==> config.mk <==
export PLATFORM = sky130hd
export DESIGN_NAME = clk_rate_ctrl
export DESIGN_NICKNAME = d
export VERILOG_FILES = /design/src/rtl/clk_rate_ctrl.sv
export SDC_FILE = /design/constraint.sdc
export NUM_CORES = 1
export LEC_CHECK = 0
export BUFFER_PORTS_ARGS = -buffer_cell sky130_fd_sc_hd__buf_2
export CORE_MARGIN = 4
export CORE_UTILIZATION = 41
export CTS_CLUSTER_DIAMETER = 150
export DETAILED_ROUTE_END_ITERATION = 10
export HOLD_SLACK_MARGIN = 0.15
export PLACE_DENSITY = 0.74
export SLEW_MARGIN = 15
export SYNTH_ARGS = -nofsm -noshare
export SYNTH_HDL_FRONTEND = slang
export SYNTH_SLANG_ARGS = --single-unit
export TNS_END_PERCENT = 100
==> constraint.sdc <==
create_clock -name clk -period 1.7 [get_ports clk]
set_input_delay 0.085 -clock clk [delete_from_list [all_inputs] [get_ports clk]]
set_output_delay 0.085 -clock clk [all_outputs]
set_load 0.05 [all_outputs]
==> src/rtl/clk_rate_ctrl.sv <==
// clk_rate_ctrl: turns rising edges of one selected divider tap into
// single-cycle CPU clock-enable pulses. Supports full-rate, divided, halt
// and single-step modes, plus a ready/valid tap change that runs through a
// SWITCH state so that no spurious edge is ever produced.
// Optional: define CE_COUNT_EN to add the ce_count pulse counter output.
module clk_rate_ctrl #(
  parameter int unsigned DIV_W       = 32,
  parameter int unsigned SEL_W       = 5,
  parameter int unsigned DEFAULT_SEL = 2
) (
  input  logic             clk,
  input  logic             rst_n,
  input  logic [DIV_W-1:0] div_taps,
  input  logic [1:0]       mode,
  input  logic [SEL_W-1:0] sel_req,
  input  logic             sel_valid,
  output logic             sel_ready,
  input  logic             step_req,
  output logic             cpu_ce,
  output logic [SEL_W-1:0] cur_sel,
  output logic             busy,
`ifdef CE_COUNT_EN
  output logic             step_done,
  output logic [31:0]      ce_count
`else
  output logic             step_done
`endif
);

  localparam logic [1:0] MODE_FULL = 2'b00;
  localparam logic [1:0] MODE_DIV  = 2'b01;
  localparam logic [1:0] MODE_HALT = 2'b10;
  localparam logic [1:0] MODE_STEP = 2'b11;

  // Reset tap index, clamped so it always addresses a real tap
  localparam int unsigned DEF_SEL_CLAMP = (DEFAULT_SEL >= DIV_W) ? (DIV_W - 1) : DEFAULT_SEL;
  localparam logic [SEL_W-1:0] RESET_SEL = SEL_W'(DEF_SEL_CLAMP);
  localparam logic [SEL_W-1:0] MAX_SEL   = SEL_W'(DIV_W - 1);

  typedef enum logic {
    RUN    = 1'b0,
    SWITCH = 1'b1
  } state_t;

  state_t           state;
  state_t           state_nxt;
  logic             tap_q;
  logic             step_q;

  logic [SEL_W-1:0] req_sel_c;
  logic [DIV_W-1:0] cur_shift_c;
  logic [DIV_W-1:0] req_shift_c;
  logic             tap_c;
  logic             req_tap_c;
  logic             tick_c;
  logic             step_edge_c;
  logic             accept_c;

  logic             cpu_ce_nxt;
  logic             step_done_nxt;
  logic             tap_q_nxt;
  logic [SEL_W-1:0] cur_sel_nxt;

  // Tap selection, edge detection and request clamping
  always_comb begin
    req_sel_c   = (32'(sel_req) >= 32'(DIV_W)) ? MAX_SEL : sel_req;
    cur_shift_c = div_taps >> cur_sel;
    req_shift_c = div_taps >> req_sel_c;
    tap_c       = cur_shift_c[0];
    req_tap_c   = req_shift_c[0];
    tick_c      = tap_c & ~tap_q;
    step_edge_c = step_req & ~step_q;
  end

  // Next-state and registered-output values
  always_comb begin
    state_nxt     = state;
    cpu_ce_nxt    = 1'b0;
    step_done_nxt = 1'b0;
    cur_sel_nxt   = cur_sel;
    tap_q_nxt     = tap_c;
    accept_c      = 1'b0;
    case (state)
      RUN: begin
        if (sel_valid) begin
          // Switch wins over any coincident step edge
          accept_c    = 1'b1;
          state_nxt   = SWITCH;
          cur_sel_nxt = req_sel_c;
          tap_q_nxt   = req_tap_c;
        end else begin
          case (mode)
            MODE_FULL: cpu_ce_nxt = 1'b1;
            MODE_DIV:  cpu_ce_nxt = tick_c;
            MODE_HALT: cpu_ce_nxt = 1'b0;
            MODE_STEP: begin
              cpu_ce_nxt    = step_edge_c;
              step_done_nxt = step_edge_c;
            end
            default:   cpu_ce_nxt = 1'b0;
          endcase
        end
      end
      SWITCH: begin
        // Full rate needs no tap alignment; other modes wait for the new tap edge
        if ((mode == MODE_FULL) || tick_c) begin
          state_nxt  = RUN;
          cpu_ce_nxt = (mode == MODE_DIV) && tick_c;
        end
      end
      default: state_nxt = RUN;
    endcase
  end

  // State and output registers
  always_ff @(posedge clk or negedge rst_n) begin
    if (!rst_n) begin
      state     <= RUN;
      cpu_ce    <= 1'b0;
      cur_sel   <= RESET_SEL;
      busy      <= 1'b0;
      sel_ready <= 1'b1;
      step_done <= 1'b0;
      tap_q     <= 1'b0;
      step_q    <= 1'b0;
    end else begin
      state     <= state_nxt;
      cpu_ce    <= cpu_ce_nxt;
      cur_sel   <= cur_sel_nxt;
      busy      <= (state_nxt == SWITCH);
      sel_ready <= (state_nxt == RUN);
      step_done <= step_done_nxt;
      tap_q     <= tap_q_nxt;
      step_q    <= step_req;
    end
  end

`ifdef CE_COUNT_EN
  // Count delivered enables; cleared when a tap switch is accepted
  always_ff @(posedge clk or negedge rst_n) begin
    if (!rst_n) begin
      ce_count <= 32'd0;
    end else if (accept_c) begin
      ce_count <= 32'd0;
    end else if (cpu_ce) begin
      ce_count <= ce_count + 32'd1;
    end
  end
`endif

endmodule

==> reports/qor.yml, run 1 <==
syn-num-nets: 144
cap_viol_max_count: 0
root_buffer: "clkbuf_4"
layoutNonFillerInstCount: 196
rsz0062_at_grt: "yes"
period_share_pct: 100
slew_headroom_pct: 76.3
synth-seq-cells: 11
dpl.cell_count: 182
cts.path.max_buffers: 2
drive_gt1_share_pct: 45.2
synth.yosys.seq_area_share_pct: 26.7
dp_hpwl_mm: 2.39
status: "finished, violations left"
dr.pass1.iters: 4
cts_tree: "built"
crit_slowest_cell: "dfstp_2"
hold_class: "input port to flop"
clk_pin_slew_worst_paths_ns: 0.08
antenna_cells: 0
grt_remaining_overflow: 0
grt_max_degree: 15
hold_viol: 0
antenna_found_initial: 0
start_util_pct: 44.9
grt_pass1_wl_mm: 4.73
max_clock_freq_mhz: 586
nets: 212
syn_inst: 101
fp.dieW_um: 58.4
violations: "negative setup slack"
vias: 1101
ys_types: 28
arrival_ns: 1.84
fp.dieArea_um2: 3410
p_leak_uw: 0.000729
finalClockSkew_ns: 0.0114
wl_mm: 2.96
grt_pass1_vias: 1088
grt_usage_pct: 17.8
vdd_ir_drop_max_mv: 1.19
std_cell_rows: 17
h-tree-depth: 1
worstPathMaxFanout: 4
final_common_cell: "buf_2"
critical_path.startpoint_type: "flop"
dieHeight_um: 58.4
setup_slack_ns: -0.00573
finalSetupTns_ns: -0.00573
worstSetupPathType: "flop to flop"
fill_cells: 197
clock_latency_ns: 0.27
gp_congestion: 0.842
hold_ws_ns: 0.159
total_power_uw: 2140
wl_per_cell_um: 15.1
cts_buffers: 3
synthesis.area_um2: 1040
ios: 52
report.final.slew_viol_count: 0
portBuffers: 51
syn_to_final_growth_pct: 43.0
routed_via_density: 5.62
clkSinkCount: 11
p_per_area_nw_per_um2: 1440
core_um2: 2320
max_stage_delay_ns: 0.57
crit_required_ns: 1.83
layout_min_cycle_time_ns: 1.71
worst_pin_slew_ns: 0.356
avgSynthCellArea_um2: 10.3
drt_iter0_drc: 31
ys_warn_count: 0
ant_nets: 0
drc: 0
crit_chain: "nor2b_2 > a22oi_1 > nand2_1 > o22ai_1 > a311oi_2 > a211oi_1"
setup_violations: 1
final_cell_mix: "buf_2 (51), nand2_1 (21), mux2i_1 (17)"
crit_path_end_kind: "flop"
==> where the power goes <==
part | switching, uW | leakage, uW | internal [uW]
Clock | 90.5 | 0.0000150 | 90.7
Sequential | 127 | 0.000132 | 388
Combinational | 858 | 0.000583 | 589
Total | 1080 | 0.000729 | 1070
==> flip-flops by register name (all words and copies together), names as in the netlist <==
signal,cells
cpu_ce,1
cur_sel,5
sel_ready,1
state,1
step_done,1
step_q,1
tap_q,1
==> metal layers <==
layer | global-route usage, % | up-vias | part of all wire (%)
met5 | 0 | - | 0
met4 | 4.64 | 0 | 0.34
met3 | 2.63 | 2 | 8.2
met2 | 32.1 | 52 | 51
met1 | 21.9 | 518 | 40
li1 | - | 529 | -
==> worst max-delay path: cells and delay by family, from the launching register on <==
family / cells / cell delay (ns)
compound gates: 4 / 0.68
flops: 1 / 0.57
simple gates: 2 / 0.31
==> cells in the mapped netlist <==
| cell type | n | share of area, % |
|---|---|---|
| nor2b_1 | 3 | 1.8 |
| mux2i_1 | 18 | 17 |
| nand3_1 | 4 | 1.9 |
| buf_6 | 3 | 3.2 |
| o31a_1 | 1 | 0.84 |
| dfstp_2 | 2 | 5.0 |
| a311oi_1 | 3 | 2.5 |
| mux2_2 | 1 | 1.1 |
| a22oi_1 | 4 | 2.9 |
| a21oi_1 | 3 | 1.4 |
| clkbuf_8 | 1 | 1.3 |
| nor3_2 | 1 | 0.96 |
| o22ai_1 | 1 | 0.60 |
| a211oi_1 | 2 | 1.4 |
| mux4_2 | 2 | 4.3 |
| dfrtp_1 | 9 | 22 |
| inv_1 | 1 | 0.36 |
| o21ai_0 | 4 | 1.9 |
| mux4_1 | 6 | 15 |
| or4b_2 | 1 | 0.96 |
| nand2_1 | 21 | 7.6 |
| clkbuf_1 | 1 | 0.36 |
| nor3_1 | 1 | 0.48 |
| nand4b_1 | 1 | 0.84 |
| o31ai_1 | 1 | 0.72 |
| and2b_1 | 1 | 0.72 |
| nor2_1 | 4 | 1.4 |
| or2b_4 | 1 | 1.1 |
==> cell families (layout without fill, tap and decap cells) <==
logic type / after synthesis / in the layout / synth area share, %
flops: 11 / 11 / 26.7
compound gates: 19 / 19 / 12.4
buf+inv: 6 / 73 / 5.29
simple gates: 38 / 38 / 17.8
mux: 27 / 27 / 37.9
==> through the flow <==
step / setup WS (ns) / util (%) / area (um^2)
CTS: 0.0129 / 63.5 / 1470
detailed placement: -0.00214 / 58.3 / 1350
finish: -0.00573 / 64.2 / 1490
global placement: 0.0739 / 58.3 / 1350
floorplan: -0.0661 / - / 1050
global route: -0.0654 / 64.2 / 1490
==> path summary, 6_finish.rpt <==
check	startpoint	endpoint	slack (ns)	cells after the start
worst min-delay path	mode[0]	cpu_ce$_DFF_PN0_	0.16	4
max in group asynchronous	rst_n	sel_ready$_DFF_PN1_	1.21	2
worst min register to register	tap_q$_DFF_PN0_	sel_ready$_DFF_PN1_	0.48	1
worst max-delay path	cur_sel[1]$_DFFE_PN1P_	tap_q$_DFF_PN0_	-0.006	6
min in group asynchronous	rst_n	cur_sel[4]$_DFFE_PN0P_	0.21	2
worst max register to register	cur_sel[1]$_DFFE_PN1P_	tap_q$_DFF_PN0_	-0.006	6
==> layout make-up <==
| type | instances | area (um^2) | area share, % |
|---|---|---|---|
| tap | 28 | 35.0 | 2.35 |
| timing repair buffer | 68 | 418 | 28.1 |
| inverter | 1 | 3.75 | 0.252 |
| sequential | 11 | 279 | 18.7 |
| multi-input combinational | 84 | 727 | 48.8 |
| clock buffer | 4 | 26.3 | 1.76 |
==> what timing repair did <==
item,4_1_cts,5_1_grt
endpoints found under the hold margin,19,0
endpoints found under the setup margin,2,4
pin swaps,0,3
setup buffers,0,1
cloned,0,0
gates resized for setup,1,4
hold buffers,9,0
Note: power is estimated with default switching activity, not from simulation.
==> inputs of run 2 (changes only) <==
--- a/config.mk
+++ b/config.mk
@@ -12,6 +12,7 @@
 export DETAILED_ROUTE_END_ITERATION = 10
 export HOLD_SLACK_MARGIN = 0.15
 export PLACE_DENSITY = 0.74
+export SKIP_LAST_GASP = 1
 export SLEW_MARGIN = 15
 export SYNTH_ARGS = -nofsm -noshare
 export SYNTH_HDL_FRONTEND = slang
==> run 2 against run 1 <==
Effect of this change:
- the run still ends with negative setup slack left
- register-to-register slack hardly changed
- sequential cell count stayed put
- maximum frequency is 0.30% higher
- wire length is 0.81% lower
- worst setup slack better by 0.0052 ns
- count of clock-buffer cells in the layout stayed put
- worst hold slack hardly changed
- die area stayed put
- non-clock buffer count stayed put
- first-iteration DRC count is 23% higher
- cell area stayed put
- power is 0.20% lower
- largest power group unchanged
- highest routed layer unchanged
==> reports/qor.yml, run 2 (synthesized netlist as in run 1, its figures left out) <==
status: "finished, violations left"
p_leak_uw: 0.000729
setup_slack_ns: -0.000556
rsz0062_at_grt: "yes"
hold_class: "input port to flop"
final_cell_mix: "buf_2 (51), nand2_1 (21), mux2i_1 (17)"
wl_per_cell_um: 15.0
vdd_ir_drop_max_mv: 1.20
gp_congestion: 0.842
grt_usage_pct: 17.8
final_common_cell: "buf_2"
dieHeight_um: 58.4
fin_util_pct: 64.2
sequential_cell_area_um2: 279
p_per_area_nw_per_um2: 1440
max_clock_freq_mhz: 588
drive_gt1_share_pct: 45.2
fill_cells: 197
report.final.slew_viol_count: 0
worstSetupPathType: "flop to flop"
violations: "negative setup slack"
worstPathMaxFanout: 4
wl_mm: 2.94
cap_viol_max_count: 0
grt_remaining_overflow: 0
antenna_found_initial: 0
fp.dieArea_um2: 3410
largest_register_ffs: 5
nets: 212
h-tree-depth: 1
largest_register: "cur_sel"
grt_pass1_wl_mm: 4.73
slew_headroom_pct: 76.3
routed_via_density: 5.59
fp.dieW_um: 58.4
ant_nets: 0
std_cell_rows: 17
cts_buffers: 3
setup_violations: 1
vias: 1096
grt_pass1_vias: 1088
crit_required_ns: 1.83
critical_path.startpoint_type: "flop"
multiInputGateArea_um2: 727
start_util_pct: 44.9
clock_latency_ns: 0.27
clk_pin_slew_worst_paths_ns: 0.08
layout_min_cycle_time_ns: 1.70
cts.path.max_buffers: 2
dp_hpwl_mm: 2.39
hold_viol: 0
finalInstanceArea_um2: 1490
clkSinkCount: 11
portBuffers: 51
dr.pass1.iters: 4
root_buffer: "clkbuf_4"
ios: 52
period_share_pct: 100
drc: 0
core_um2: 2320
arrival_ns: 1.83
drt_iter0_drc: 38
finalClockSkew_ns: 0.00991
cts_tree: "built"
post_dp_cell_area_um2: 1350
antenna_cells: 0
syn_to_final_growth_pct: 43.0
grt_max_degree: 15
worst_pin_slew_ns: 0.355
crit_path_end_kind: "flop"
## run 2: cell counts in the layout (fill, tap and decap cells not counted)
Identical to the previous run, type by type.
## run 2: critical path: stages (launching register included)
cell,delay (ns)
dfstp_2,0.57
nor2b_2,0.23
a22oi_1,0.10
nand2_1,0.08
o22ai_1,0.09
a311oi_2,0.37
a211oi_1,0.12
## run 2: final cells by class
cell class	instances	share of cell area [%]
clock buffer	4	1.76
timing repair buffer	68	28.1
tap	28	2.35
inverter	1	0.252
sequential	11	18.7
multi-input combinational	84	48.8
## run 2: worst paths after layout
| check | start | to | slack (ns) | depth (start not counted) |
|---|---|---|---|---|
| max | cur_sel[1]$_DFFE_PN1P_ | tap_q$_DFF_PN0_ | -0.0006 | 6 |
| min | mode[0] | cpu_ce$_DFF_PN0_ | 0.16 | 4 |
| max reg2reg | cur_sel[1]$_DFFE_PN1P_ | tap_q$_DFF_PN0_ | -0.0006 | 6 |
| min reg2reg | tap_q$_DFF_PN0_ | sel_ready$_DFF_PN1_ | 0.49 | 1 |
| max in group asynchronous | rst_n | sel_ready$_DFF_PN1_ | 1.21 | 2 |
| min in group asynchronous | rst_n | cur_sel[4]$_DFFE_PN0P_ | 0.21 | 2 |
## run 2: timing repair
| action | 4_1_cts | 5_1_grt |
|---|---|---|
| hold endpoints to repair | 19 | 0 |
| hold buffers | 9 | 0 |
| pin swaps | 0 | 2 |
| gates resized for setup | 1 | 4 |
| setup endpoints to repair | 2 | 4 |
| buffers inserted | 0 | 1 |
## run 2: per-stage QoR
| step | hold slack (ns) | setup TNS (ns) | worst slack [ns] | cells | power [uW] |
|---|---|---|---|---|---|
| after floorplan | -0.211 | -0.138 | -0.0661 | 101 | 1530 |
| after global placement | -0.0379 | 0 | 0.0739 | 182 | 1860 |
| after detailed placement | -0.0305 | -0.00214 | -0.00214 | 182 | 1890 |
| after CTS | 0.151 | 0 | 0.0129 | 195 | 2100 |
| after global routing | 0.169 | -0.167 | -0.0707 | 196 | 2290 |
| final | 0.159 | -0.000556 | -0.000556 | 196 | 2140 |
## run 2: power breakdown
part           total (uW)  switching (uW)  leakage (uW)  internal, uW
Clock                 179            88.8     0.0000150          90.6
Combinational        1440             856      0.000583           589
Sequential            515             127      0.000132           388
## run 2: per-layer routing
metal  part of all wire, %  global-route usage [%]  vias up
met5                     0                       0        -
met4                  0.34                    4.64        0
met3                   9.5                    2.63        2
met2                    52                    32.1       51
met1                    38                    21.9      514
li1                      -                       -      529
==> inputs of run 3 (changes only) <==
--- a/config.mk
+++ b/config.mk
@@ -5,13 +5,14 @@
 export SDC_FILE = /design/constraint.sdc
 export NUM_CORES = 1
 export LEC_CHECK = 0
+export ABC_AREA = 1
 export BUFFER_PORTS_ARGS = -buffer_cell sky130_fd_sc_hd__buf_2
 export CORE_MARGIN = 4
 export CORE_UTILIZATION = 41
 export CTS_CLUSTER_DIAMETER = 150
 export DETAILED_ROUTE_END_ITERATION = 10
 export HOLD_SLACK_MARGIN = 0.15
-export PLACE_DENSITY = 0.74
+export PLACE_DENSITY = 0.73
 export SKIP_LAST_GASP = 1
 export SLEW_MARGIN = 15
 export SYNTH_ARGS = -nofsm -noshare
==> run 3 against run 2 <==
Effect of this change:
- the flow now finishes without violations
- combinational power fell by 8%
- worst hold slack improved by 0.021 ns
- via count rose by 25%
- critical path depth rose by 4
- sequential cell count did not move
- synthesized area rose by 4.4%
- sequential share of layout area rose by 1.1 points
- global-route usage rose by 1.3 points
- power fell by 3.8%
- critical path type unchanged
- critical endpoint is now state$_DFF_PN0_
==> reports/qor.yml, run 3 <==
status: "complete, no violations"
grt_pass1_wl_mm: 5.36
seqPwrFrac_pct: 27.2
routed_via_density: 5.21
antenna_cells: 0
start_util_pct: 43.5
cap_viol_max_count: 0
p_per_area_nw_per_um2: 1460
h-tree-depth: 1
reg2reg_depth: 10
slew_headroom_pct: 74.1
portBuffers: 51
hold_class: "input port to flop"
dr.pass1.iters: 4
hold_depth: 3
drt_iter0_drc: 48
dp_hpwl_mm: 2.50
drc: 0
grt_pass1_vias: 1257
ys_warn_count: 0
vdd_ir_drop_max_mv: 1.24
cts_tree: "built"
p_clk_share_pct: 8.7
fp.dieArea_um2: 3540
fp.dieW_um: 59.5
report.final.slew_viol_count: 0
largest_register: "cur_sel"
critical_path.startpoint_type: "flop"
gp_congestion: 0.903
worstSetupPathType: "flop to flop"
std_cell_rows: 18
finalSetupTns_ns: 0
antenna_found_initial: 0
hold_viol: 0
synthTopCellsByCount: "nand2_1 (48), nand3_1 (30), nor2_1 (28)"
yosysTopAreaCellShare_pct: 20.7
synth.yosys.seq_area_share_pct: 25.5
crit_required_ns: 1.86
syn_inst: 178
syn-num-nets: 221
ant_nets: 0
period_share_pct: 89.1
arrival_ns: 1.68
final_common_cell: "buf_2"
switchingPower_uw: 1150
max_clock_freq_mhz: 660
combPwrFrac_pct: 64.0
clock_latency_ns: 0.27
final_cell_mix: "buf_2 (51), nand2_1 (48), nand3_1 (30)"
worstPathMaxFanout: 19
cts.path.max_buffers: 2
drive_gt1_share_pct: 28.8
synth_most_common_cell: "nand2_1"
synth_edf_count: 0
dieHeight_um: 59.5
nets: 277
syn_to_final_growth_pct: 29.6
synthesis.area_um2: 1090
rsz0062_at_grt: "no"
vias: 1371
largest_register_ffs: 5
fin_util_pct: 56.4
yosysTopAreaCell: "dfrtp_1"
p_leak_uw: 0.000737
root_buffer: "clkbuf_4"
intPower_uw: 903
cts_buffers: 3
ios: 52
worst_pin_slew_ns: 0.389
grt_usage_pct: 19.0
clkSinkCount: 11
avgSynthCellArea_um2: 6.11
core_um2: 2500
synth.top_cells.by_area: "dfrtp_1 (21%), nand2_1 (17%), nand3_1 (14%)"
ctsResizeCount: 0
clk_pin_slew_worst_paths_ns: 0.07
setup_violations: 0
async_flop_share_pct: 100
grt_max_degree: 20
wl_per_cell_um: 12.4
grt_remaining_overflow: 0
ys_types: 23
sw_frac_of_total_pct: 56.1
wl_mm: 3.25
fill_cells: 267
finalClockSkew_ns: 0.00673
synth-seq-cells: 11
layout_min_cycle_time_ns: 1.52
synthFlopType: "dfrtp_1"
crit_path_end_kind: "flop"
run 3: cell families (layout without fill, tap and decap cells):
| group | count (synthesis) | count (layout) | synth area share (%) |
|---|---|---|---|
| flip-flops | 11 | 11 | 25.5 |
| AO/OA/AOI/OAI | 33 | 33 | 17.4 |
| buffers and inverters | 21 | 76 | 12.0 |
| AND/OR/NAND/NOR | 113 | 113 | 45.1 |
run 3: final cells by class:
cell class	instances	area, um^2	area share [%]
clock buffer	4	26.3	1.87
inverter	13	56.3	4.00
multi-input combinational	146	679	48.2
sequential	11	279	19.8
tap	30	37.5	2.66
timing repair buffer	59	330	23.4
run 3: worst paths after layout:
kind | start | endpoint | slack (ns)
worst max-delay path | cur_sel[0]$_DFFE_PN0P_ | state$_DFF_PN0_ | 0.18
worst min register to register | state$_DFF_PN0_ | step_done$_DFF_PN0_ | 0.48
min in group asynchronous | rst_n | tap_q$_DFF_PN0_ | 0.22
max in group asynchronous | rst_n | sel_ready$_DFF_PN1_ | 1.21
worst max register to register | cur_sel[0]$_DFFE_PN0P_ | state$_DFF_PN0_ | 0.18
worst min-delay path | sel_req[1] | cur_sel[1]$_DFFE_PN1P_ | 0.18
run 3: through the flow:
stage                     instance area (um^2)  std cells  setup slack [ns]  power [uW]  hold WS [ns]
after detailed placement                  1310        251             0.159        1840       -0.0382
after CTS                                 1390        261             0.147        2030         0.182
final                                     1410        263             0.185        2060         0.180
after global routing                      1410        263            0.0327        2240         0.198
after floorplan                           1090        178            0.0110        1650        -0.211
after global placement                    1310        251             0.205        1830       -0.0379
run 3: repair_timing:
action | in CTS | in global routing
endpoints found under the hold margin | 17 | 0
setup endpoints to repair | 0 | 1
hold buffers | 6 | 0
buffers inserted | 0 | 2
run 3: critical path, cell delays in order, from the launching register on:
cell     delay [ns]
dfrtp_2        0.56
inv_8          0.16
nand2_1        0.06
nand3_1        0.07
nand3_1        0.07
nand2_1        0.08
nand2_1        0.06
nand3_2        0.10
nand3_2        0.07
a21oi_2        0.14
inv_1          0.05
run 3: power groups by stage:
stage	combinational, uW	clock (uW)	sequential, uW
2_1_floorplan	851	0	795
3_3_place_gp	1260	0	572
3_5_place_dp	1260	0	578
4_1_cts	1270	179	573
5_1_grt	1470	190	582
6_report	1320	179	560
run 3: routing by layer:
metal  share of wire, %  GRT usage, %  up-vias
li1                   -             -      705
met1                 43          25.8      601
met2                 47          31.2       61
met3                9.2          3.49        4
met4                1.0          4.43        0
met5                  0             0        -
